==> config.mk <==
export PLATFORM = sky130hd
export DESIGN_NAME = dti_rsp_tbu_arb_flat
export DESIGN_NICKNAME = d
export VERILOG_FILES = /design/src/rtl/dti_rsp_tbu_arb_if.sv /design/src/rtl/dti_rsp_tbu_arb.sv /design/src/flat_wrapper.sv
export SDC_FILE = /design/constraint.sdc
export NUM_CORES = 1
export LEC_CHECK = 0
export CORE_AREA = 2 2 195 197
export DETAILED_ROUTE_END_ITERATION = 8
export DIE_AREA = 0 0 197 199
export GPL_TIMING_DRIVEN = 0
export PLACE_DENSITY_LB_ADDON = 0.08
export SYNTH_ARGS = -nofsm -noshare
export SYNTH_HDL_FRONTEND = slang
export SYNTH_SLANG_ARGS = --single-unit
==> constraint.sdc <==
create_clock -name clk -period 11.6 [get_ports clk]
set_input_delay 1.74 -clock clk [delete_from_list [all_inputs] [get_ports clk]]
set_output_delay 1.74 -clock clk [all_outputs]
set_load 0.005 [all_outputs]
==> src/rtl/dti_rsp_tbu_arb_if.sv <==
// Response-side bundle of the TBU arbiter: NUM_SRC input streams merged onto one output stream.
// The slave modport is the arbiter's view; master is the view of the surrounding fabric.
interface dti_rsp_tbu_arb_if #(
   parameter int unsigned NUM_SRC    = 4,
   parameter int unsigned DATA_WIDTH = 80,
   parameter int unsigned KEEP_WIDTH = 10,
   parameter int unsigned TID_WIDTH  = 6
);
   logic [NUM_SRC-1:0]            s_tvalid;
   logic [NUM_SRC*DATA_WIDTH-1:0] s_tdata;
   logic [NUM_SRC*KEEP_WIDTH-1:0] s_tkeep;
   logic [NUM_SRC-1:0]            s_tlast;
   logic [NUM_SRC-1:0]            s_tready;

   logic                          m_tvalid;
   logic [DATA_WIDTH-1:0]         m_tdata;
   logic [KEEP_WIDTH-1:0]         m_tkeep;
   logic                          m_tlast;
   logic [TID_WIDTH-1:0]          m_ttid;
   logic                          m_tready;

   modport slave (
      input  s_tvalid, s_tdata, s_tkeep, s_tlast, m_tready,
      output s_tready, m_tvalid, m_tdata, m_tkeep, m_tlast, m_ttid
   );

   modport master (
      output s_tvalid, s_tdata, s_tkeep, s_tlast, m_tready,
      input  s_tready, m_tvalid, m_tdata, m_tkeep, m_tlast, m_ttid
   );
endinterface

==> src/rtl/dti_rsp_tbu_arb.sv <==
// Packet-locked round-robin merge of TBU response streams into a 2-entry output skid buffer,
// with an over-length packet detector.
module dti_rsp_tbu_arb #(
   parameter int unsigned NUM_SRC    = 4,
   parameter int unsigned DATA_WIDTH = 80,
   parameter int unsigned KEEP_WIDTH = 10,
   parameter int unsigned TID_WIDTH  = 6,
   parameter int unsigned MAX_BEATS  = 16
) (
   input  logic                    clk,
   input  logic                    rst,
   dti_rsp_tbu_arb_if.slave        rsp_if,
   output logic                    busy,
   output logic                    err_overlen
);
   localparam int unsigned SRC_W = $clog2(NUM_SRC);
   localparam int unsigned CNT_W = $clog2(MAX_BEATS + 2);

   typedef enum logic [0:0] {StIdle, StLocked} state_e;

   state_e                r_state;
   logic [SRC_W-1:0]      r_grant;
   logic [SRC_W-1:0]      r_rr_ptr;
   logic [CNT_W-1:0]      r_beat_cnt;
   logic                  r_err;

   logic [DATA_WIDTH-1:0] r_buf_data [2];
   logic [KEEP_WIDTH-1:0] r_buf_keep [2];
   logic                  r_buf_last [2];
   logic [SRC_W-1:0]      r_buf_src  [2];
   logic                  r_wr_ptr;
   logic                  r_rd_ptr;
   logic [1:0]            r_count;

   logic [SRC_W-1:0]      w_gnt_idx;
   logic                  w_gnt_vld;
   logic [SRC_W-1:0]      w_cand;
   logic [SRC_W-1:0]      w_next_ptr;
   logic [DATA_WIDTH-1:0] w_data;
   logic [KEEP_WIDTH-1:0] w_keep;
   logic                  w_last;
   logic                  w_valid;
   logic                  w_full;
   logic                  w_push;
   logic                  w_pop;

   function automatic logic [SRC_W-1:0] f_wrap(input int unsigned v);
      return SRC_W'(v % NUM_SRC);
   endfunction

   // Locked: hold the owner even while it idles. Idle: first valid at or after rr_ptr.
   always_comb begin
      w_gnt_idx = r_grant;
      w_gnt_vld = 1'b0;
      w_cand    = '0;
      if (r_state == StLocked) begin
         w_gnt_vld = 1'b1;
      end else begin
         for (int unsigned k = 0; k < NUM_SRC; k++) begin
            w_cand = f_wrap(32'(r_rr_ptr) + k);
            if (!w_gnt_vld && rsp_if.s_tvalid[w_cand]) begin
               w_gnt_vld = 1'b1;
               w_gnt_idx = w_cand;
            end
         end
      end
   end

   assign w_full = (r_count == 2'd2);

   always_comb begin
      w_data          = '0;
      w_keep          = '0;
      w_last          = 1'b0;
      w_valid         = 1'b0;
      rsp_if.s_tready = '0;
      for (int unsigned i = 0; i < NUM_SRC; i++) begin
         if (SRC_W'(i) == w_gnt_idx) begin
            w_data             = rsp_if.s_tdata[i*DATA_WIDTH +: DATA_WIDTH];
            w_keep             = rsp_if.s_tkeep[i*KEEP_WIDTH +: KEEP_WIDTH];
            w_last             = rsp_if.s_tlast[i];
            w_valid            = rsp_if.s_tvalid[i];
            rsp_if.s_tready[i] = w_gnt_vld && !w_full && !rst;
         end
      end
   end

   assign w_push     = w_gnt_vld && !w_full && !rst && w_valid;
   assign w_pop      = (r_count != 2'd0) && rsp_if.m_tready;
   assign w_next_ptr = (32'(w_gnt_idx) == NUM_SRC - 1) ? '0 : w_gnt_idx + 1'b1;

   always_ff @(posedge clk) begin
      if (rst) begin
         r_state    <= StIdle;
         r_grant    <= '0;
         r_rr_ptr   <= '0;
         r_beat_cnt <= '0;
         r_err      <= 1'b0;
      end else if (w_push) begin
         // Beat MAX_BEATS+1 of a packet is over-length whether or not it carries tlast.
         if (r_beat_cnt >= CNT_W'(MAX_BEATS)) begin
            r_err <= 1'b1;
         end
         if (w_last) begin
            r_state    <= StIdle;
            r_rr_ptr   <= w_next_ptr;
            r_beat_cnt <= '0;
         end else begin
            r_state <= StLocked;
            r_grant <= w_gnt_idx;
            if (r_beat_cnt != CNT_W'(MAX_BEATS + 1)) begin
               r_beat_cnt <= r_beat_cnt + 1'b1;
            end
         end
      end
   end

   always_ff @(posedge clk) begin
      if (rst) begin
         r_wr_ptr <= 1'b0;
         r_rd_ptr <= 1'b0;
         r_count  <= 2'd0;
      end else begin
         if (w_push) r_wr_ptr <= ~r_wr_ptr;
         if (w_pop)  r_rd_ptr <= ~r_rd_ptr;
         unique case ({w_push, w_pop})
            2'b10:   r_count <= r_count + 2'd1;
            2'b01:   r_count <= r_count - 2'd1;
            default: r_count <= r_count;
         endcase
      end
   end

   always_ff @(posedge clk) begin
      if (w_push) begin
         r_buf_data[r_wr_ptr] <= w_data;
         r_buf_keep[r_wr_ptr] <= w_keep;
         r_buf_last[r_wr_ptr] <= w_last;
         r_buf_src[r_wr_ptr]  <= w_gnt_idx;
      end
   end

   assign rsp_if.m_tvalid = (r_count != 2'd0);
   assign rsp_if.m_tdata  = r_buf_data[r_rd_ptr];
   assign rsp_if.m_tkeep  = r_buf_keep[r_rd_ptr];
   assign rsp_if.m_tlast  = r_buf_last[r_rd_ptr];
   assign rsp_if.m_ttid   = TID_WIDTH'(r_buf_src[r_rd_ptr]);
   assign busy            = (r_state == StLocked) || (r_count != 2'd0);
   assign err_overlen     = r_err;
endmodule

==> src/flat_wrapper.sv <==
// flat-port wrapper written by rule: the top's interface ports become plain ports
module dti_rsp_tbu_arb_flat 
#(
   parameter int unsigned NUM_SRC    = 4,
   parameter int unsigned DATA_WIDTH = 80,
   parameter int unsigned KEEP_WIDTH = 10,
   parameter int unsigned TID_WIDTH  = 6,
   parameter int unsigned MAX_BEATS  = 16
)
  (clk, rst, busy, err_overlen, rsp_if_s_tvalid, rsp_if_s_tdata, rsp_if_s_tkeep, rsp_if_s_tlast, rsp_if_m_tready, rsp_if_s_tready, rsp_if_m_tvalid, rsp_if_m_tdata, rsp_if_m_tkeep, rsp_if_m_tlast, rsp_if_m_ttid);
  dti_rsp_tbu_arb_if #(.NUM_SRC(NUM_SRC), .DATA_WIDTH(DATA_WIDTH), .KEEP_WIDTH(KEEP_WIDTH), .TID_WIDTH(TID_WIDTH)) rsp_if_i ();
  input  logic clk;
  input  logic rst;
  output logic busy;
  output logic err_overlen;
  input wire logic [$bits(rsp_if_i.s_tvalid)-1:0] rsp_if_s_tvalid;
  input wire logic [$bits(rsp_if_i.s_tdata)-1:0] rsp_if_s_tdata;
  input wire logic [$bits(rsp_if_i.s_tkeep)-1:0] rsp_if_s_tkeep;
  input wire logic [$bits(rsp_if_i.s_tlast)-1:0] rsp_if_s_tlast;
  input wire logic [$bits(rsp_if_i.m_tready)-1:0] rsp_if_m_tready;
  output wire logic [$bits(rsp_if_i.s_tready)-1:0] rsp_if_s_tready;
  output wire logic [$bits(rsp_if_i.m_tvalid)-1:0] rsp_if_m_tvalid;
  output wire logic [$bits(rsp_if_i.m_tdata)-1:0] rsp_if_m_tdata;
  output wire logic [$bits(rsp_if_i.m_tkeep)-1:0] rsp_if_m_tkeep;
  output wire logic [$bits(rsp_if_i.m_tlast)-1:0] rsp_if_m_tlast;
  output wire logic [$bits(rsp_if_i.m_ttid)-1:0] rsp_if_m_ttid;
  assign rsp_if_i.s_tvalid = rsp_if_s_tvalid;
  assign rsp_if_i.s_tdata = rsp_if_s_tdata;
  assign rsp_if_i.s_tkeep = rsp_if_s_tkeep;
  assign rsp_if_i.s_tlast = rsp_if_s_tlast;
  assign rsp_if_i.m_tready = rsp_if_m_tready;
  assign rsp_if_s_tready = rsp_if_i.s_tready;
  assign rsp_if_m_tvalid = rsp_if_i.m_tvalid;
  assign rsp_if_m_tdata = rsp_if_i.m_tdata;
  assign rsp_if_m_tkeep = rsp_if_i.m_tkeep;
  assign rsp_if_m_tlast = rsp_if_i.m_tlast;
  assign rsp_if_m_ttid = rsp_if_i.m_ttid;
  dti_rsp_tbu_arb #(.NUM_SRC(NUM_SRC), .DATA_WIDTH(DATA_WIDTH), .KEEP_WIDTH(KEEP_WIDTH), .TID_WIDTH(TID_WIDTH), .MAX_BEATS(MAX_BEATS)) u_core (.clk(clk), .rst(rst), .rsp_if(rsp_if_i), .busy(busy), .err_overlen(err_overlen));
endmodule
==> results by group <==
Clock network
  – Post_cts resized: 0
  – TritonCTS buffer count: 23
  – Post-CTS Setup Bufs: 0
  – TritonCTS clock tree: yes
  – Clock net sink count: 202
  – Clock buffer depth: 3
  – H-tree depth: 1
  – Clock transition at path regs: 70 ps
  – Clk_lat worst skew: 510 ps
  – Root Buffer: clkbuf_16
  – Hold Buf Count CTS: 0

Outcome
  – Status: complete, no violations

Logic synthesis
  – Share of the synthesized area in the top cell type: 50.72%
  – Syn Inst Count: 1077
  – EDFF count, synth: 186
  – Yosys cell types: 59
  – Syn_area_per_cell: 10.23 um^2
  – Synth area leader: edfxtp_1
  – Synth top area cells: edfxtp_1 51%, mux2_2 9.6%, a21oi_1 8.6%
  – Mapped Area: 11010 um^2
  – Leading register cell type out of synthesis: edfxtp_1
  – Async SR Flop Fraction: 0%
  – Flops & latches, synth: 202
  – Post-synthesis sequential area ratio: 53.62%
  – Synth Warn #: 0

Power and ir drop
  – Total power draw: 4.356 mW
  – Internal Dissipation: 2.765 mW
  – Register share of total power: 29.8%
  – Switch share: 36.54%
  – Worst VDD drop: 0.0001334 V
  – Logic pwr share: 52.8%
  – PwrDens: 252.8 nW/um^2
  – Pleak: 5.746 nW
  – NetSw: 1.592 mW
  – Clk pwr share: 17.4%

Hold path
  – Hold Path Origin: u_core.err_overlen$_SDFFE_PP0P_
  – WHS Endpoint: u_core.err_overlen$_SDFFE_PP0P_
  – Worst min path class: reg2reg
  – WHS Path Cells: 2

Timing
  – Setup violators final: 0
  – Max Fclk: 0.1203 GHz
  – Final min period: 8310 ps
  – Unrepaired setup endpoints after global routing: no
  – Slew @ Worst Pin: 1058 ps
  – Post-route clock period utilization: 71.64%
  – Post-Route Skew: 9.364 ps
  – Final Max Slew Viols: 0
  – Fin. Hold Viols: 0
  – Hold Slack: 497.1 ps
  – Slew HR: 29.49%

Die
  – Die area: 39200 um^2
  – Core area: 37130 um^2
  – Die Span Y: 199 um
  – Starting density of the core: 29.66%
  – I/O Pins: 475
  – Chip Width: 197 um
  – Rows: 71

Finish
  – Nets: 1957
  – Layout cells sized above 1: 10.41%
  – Fillcell total: 3599
  – Fin util: 46.40%
  – Synthesis-to-finish area growth: 56.46%

Critical path
  – WP buf/inv: 6
  – Reg2reg end: u_core.r_buf_data[0][4]$_DFFE_PP_
  – Reg-to-reg setup timing slack: 6650 ps
  – Max incr delay on CP: 840 ps
  – Crit path required time: 9860 ps
  – Worst setup SP type: input pin
  – Crit path DAT: 6570 ps
  – WS Path Type: in2out
  – Critical path's slowest cell: clkbuf_1
  – Worst-path cell chain: clkdlybuf4s50_1 -> buf_2 -> o21ai_0 -> a31oi_1 -> o31ai_1 -> o311a_1 -> o22ai_1 -> ha_1 -> buf_2 -> clkbuf_1 -> clkbuf_1 -> and2_1 -> clkdlybuf4s50_1
  – Levels on crit path: 13
  – FF-to-FF path depth: 12
  – R2R Path Start: u_core.r_rr_ptr[0]$_SDFFE_PP0P_
  – Family with the most delay on the worst path: buffers and inverters
  – Crit end category: output pin
  – Max FO, Critical Path: 10

Run
  – Max-cap violations: 0

Drt
  – Final ANT Viol Nets: 0
  – Initial DRT Pass Iterations: 7
  – Vias per std cell: 4.912
  – Routed len/inst: 20.73 um
  – DRC Markers: 0
  – DR iter-0 viols: 522
  – Routed Wire Length: 42940 um
  – Via Count: 10177

Placement
  – Final RePlAce weighted congestion: 0.8431
  – PortBufs: 469
  – Dpl hpwl: 32290 um

Global routing
  – GR Util All Layers: 20.74%
  – Global-route wire length before repair: 61380 um
  – Number of global-route vias before repair: 10103
  – Pin count of the biggest net entering global routing: 50
  – Total congestion overflow: 0
  – Antenna violations before repair: 5
==> logic make-up (layout without fill, tap and decap cells) <==
logic type,after synthesis,after routing,synth area share (%)
AOI/OAI and AO/OA,321,321,15.46
xor gates and xnor gates,3,3,0.2386
adders and majority gates,7,7,0.7952
buffers and inverters,106,621,3.988
DFF,202,202,53.62
muxes,97,97,9.884
other,1,7,0.03405
and+or+nand+nor,340,340,15.97
==> cell usage after synthesis, types with 6 or more instances <==
cell type and number:
mux2_2 94, dfxtp_1 16, ha_1 7, nor2_1 14, o21ai_0 103, buf_1 14
and2_1 8, nand3b_1 88, edfxtp_1 186, clkbuf_1 64, inv_1 6, nor3_1 7
a21oi_1 190, buf_2 12, nand2_1 186
==> worst reg2reg max path: cells and delay by family, from the launching register on <==
kind | cells | cell delay, ps
buf+inv | 5 | 2560
compound gates | 4 | 920
simple gates | 2 | 450
flops | 1 | 430
fa+ha+maj | 1 | 390
==> power groups by stage <==
stage	Clock [mW]	Combinational [mW]	Sequential, mW
after floorplan	0	1.19	1.32
after global placement	0	2.27	1.34
after detailed placement	0	2.32	1.32
after CTS	0.781	2.34	1.30
after global routing	0.809	2.54	1.32
final	0.759	2.30	1.30
==> sequential cells by signal (all words and copies together), names as in the netlist, named ones only <==
signal              cells
u_core.r_rr_ptr         2
u_core.r_buf_src        4
u_core.r_buf_keep      20
u_core.r_buf_data     160
u_core.r_count          2
u_core.r_grant          2
u_core.r_state          1
u_core.r_wr_ptr         1
u_core.r_beat_cnt       5
u_core.r_buf_last       2
u_core.err_overlen      1
u_core.r_rd_ptr         1
==> cell usage in the layout, fill, tap and decap left out, types with 3 or more instances in the layout <==
cell type,netlist,final
a211oi_1,3,3
a21oi_1,190,190
a22oi_1,3,3
and2_1,8,7
buf_1,14,14
buf_12,0,3
buf_2,12,12
buf_4,5,5
bufinv_16,0,4
clkbuf_1,64,64
clkbuf_16,0,23
clkdlybuf4s50_1,0,469
clkinv_1,0,3
clkinv_2,0,4
clkinv_4,0,4
conb_1,1,4
dfxtp_1,16,16
diode_2,0,3
edfxtp_1,186,186
ha_1,7,7
inv_1,6,6
inv_2,4,4
mux2_2,94,94
mux2i_1,3,3
nand2_1,186,186
nand3_1,5,5
nand3b_1,88,88
nand4b_1,3,3
nor2_1,14,13
nor2b_1,5,5
nor3_1,7,7
nor3b_1,4,4
o21ai_0,103,103
or4_1,4,4
==> layer usage <==
layer | vias to the layer above | wire length, um | GRT usage [%]
met3 | 49 | 3370 | 6.036
met1 | 4850 | 17560 | 25.42
met5 | - | 28 | 0
met4 | 4 | 694 | 4.233
met2 | 312 | 21290 | 36.28
li1 | 4962 | - | -
==> worst max-delay path by stage <==
stage | start | endpoint | slack (ps)
2_1_floorplan | rsp_if_s_tvalid[3] | u_core.r_buf_data[0][0]$_DFFE_PP_ | 3330
3_3_place_gp | rsp_if_s_tvalid[2] | u_core.r_buf_data[0][43]$_DFFE_PP_ | -600
3_5_place_dp | rsp_if_s_tvalid[0] | rsp_if_s_tready[2] | 3260
4_1_cts | rsp_if_s_tvalid[0] | rsp_if_s_tready[2] | 3220
5_1_grt | rsp_if_s_tvalid[2] | rsp_if_s_tready[2] | 2980
6_report | rsp_if_s_tvalid[0] | rsp_if_s_tready[2] | 3290
==> final cells by class <==
type	instances	area (um^2)	area share (%)
clock buffer	23	575.6	3.340
antenna	3	7.507	0.04357
timing repair buffer	474	4810	27.91
clock inverter	18	211.5	1.227
buffer	96	401.6	2.331
tap	474	593.1	3.442
inverter	10	37.54	0.2178
multi-input combinational	772	4690	27.21
sequential	202	5906	34.27
==> metrics by stage <==
stage | cells | setup TNS, ps | worst slack (ps) | cell area (um^2)
after floorplan | 1080 | 0 | 3326 | 11020
after global placement | 2023 | -54330 | -596.8 | 16310
after detailed placement | 2028 | 0 | 3264 | 16440
after CTS | 2069 | 0 | 3220 | 17220
after global routing | 2071 | 0 | 2983 | 17230
final | 2072 | 0 | 3290 | 17230
Note: power is estimated with default switching activity, not from simulation.
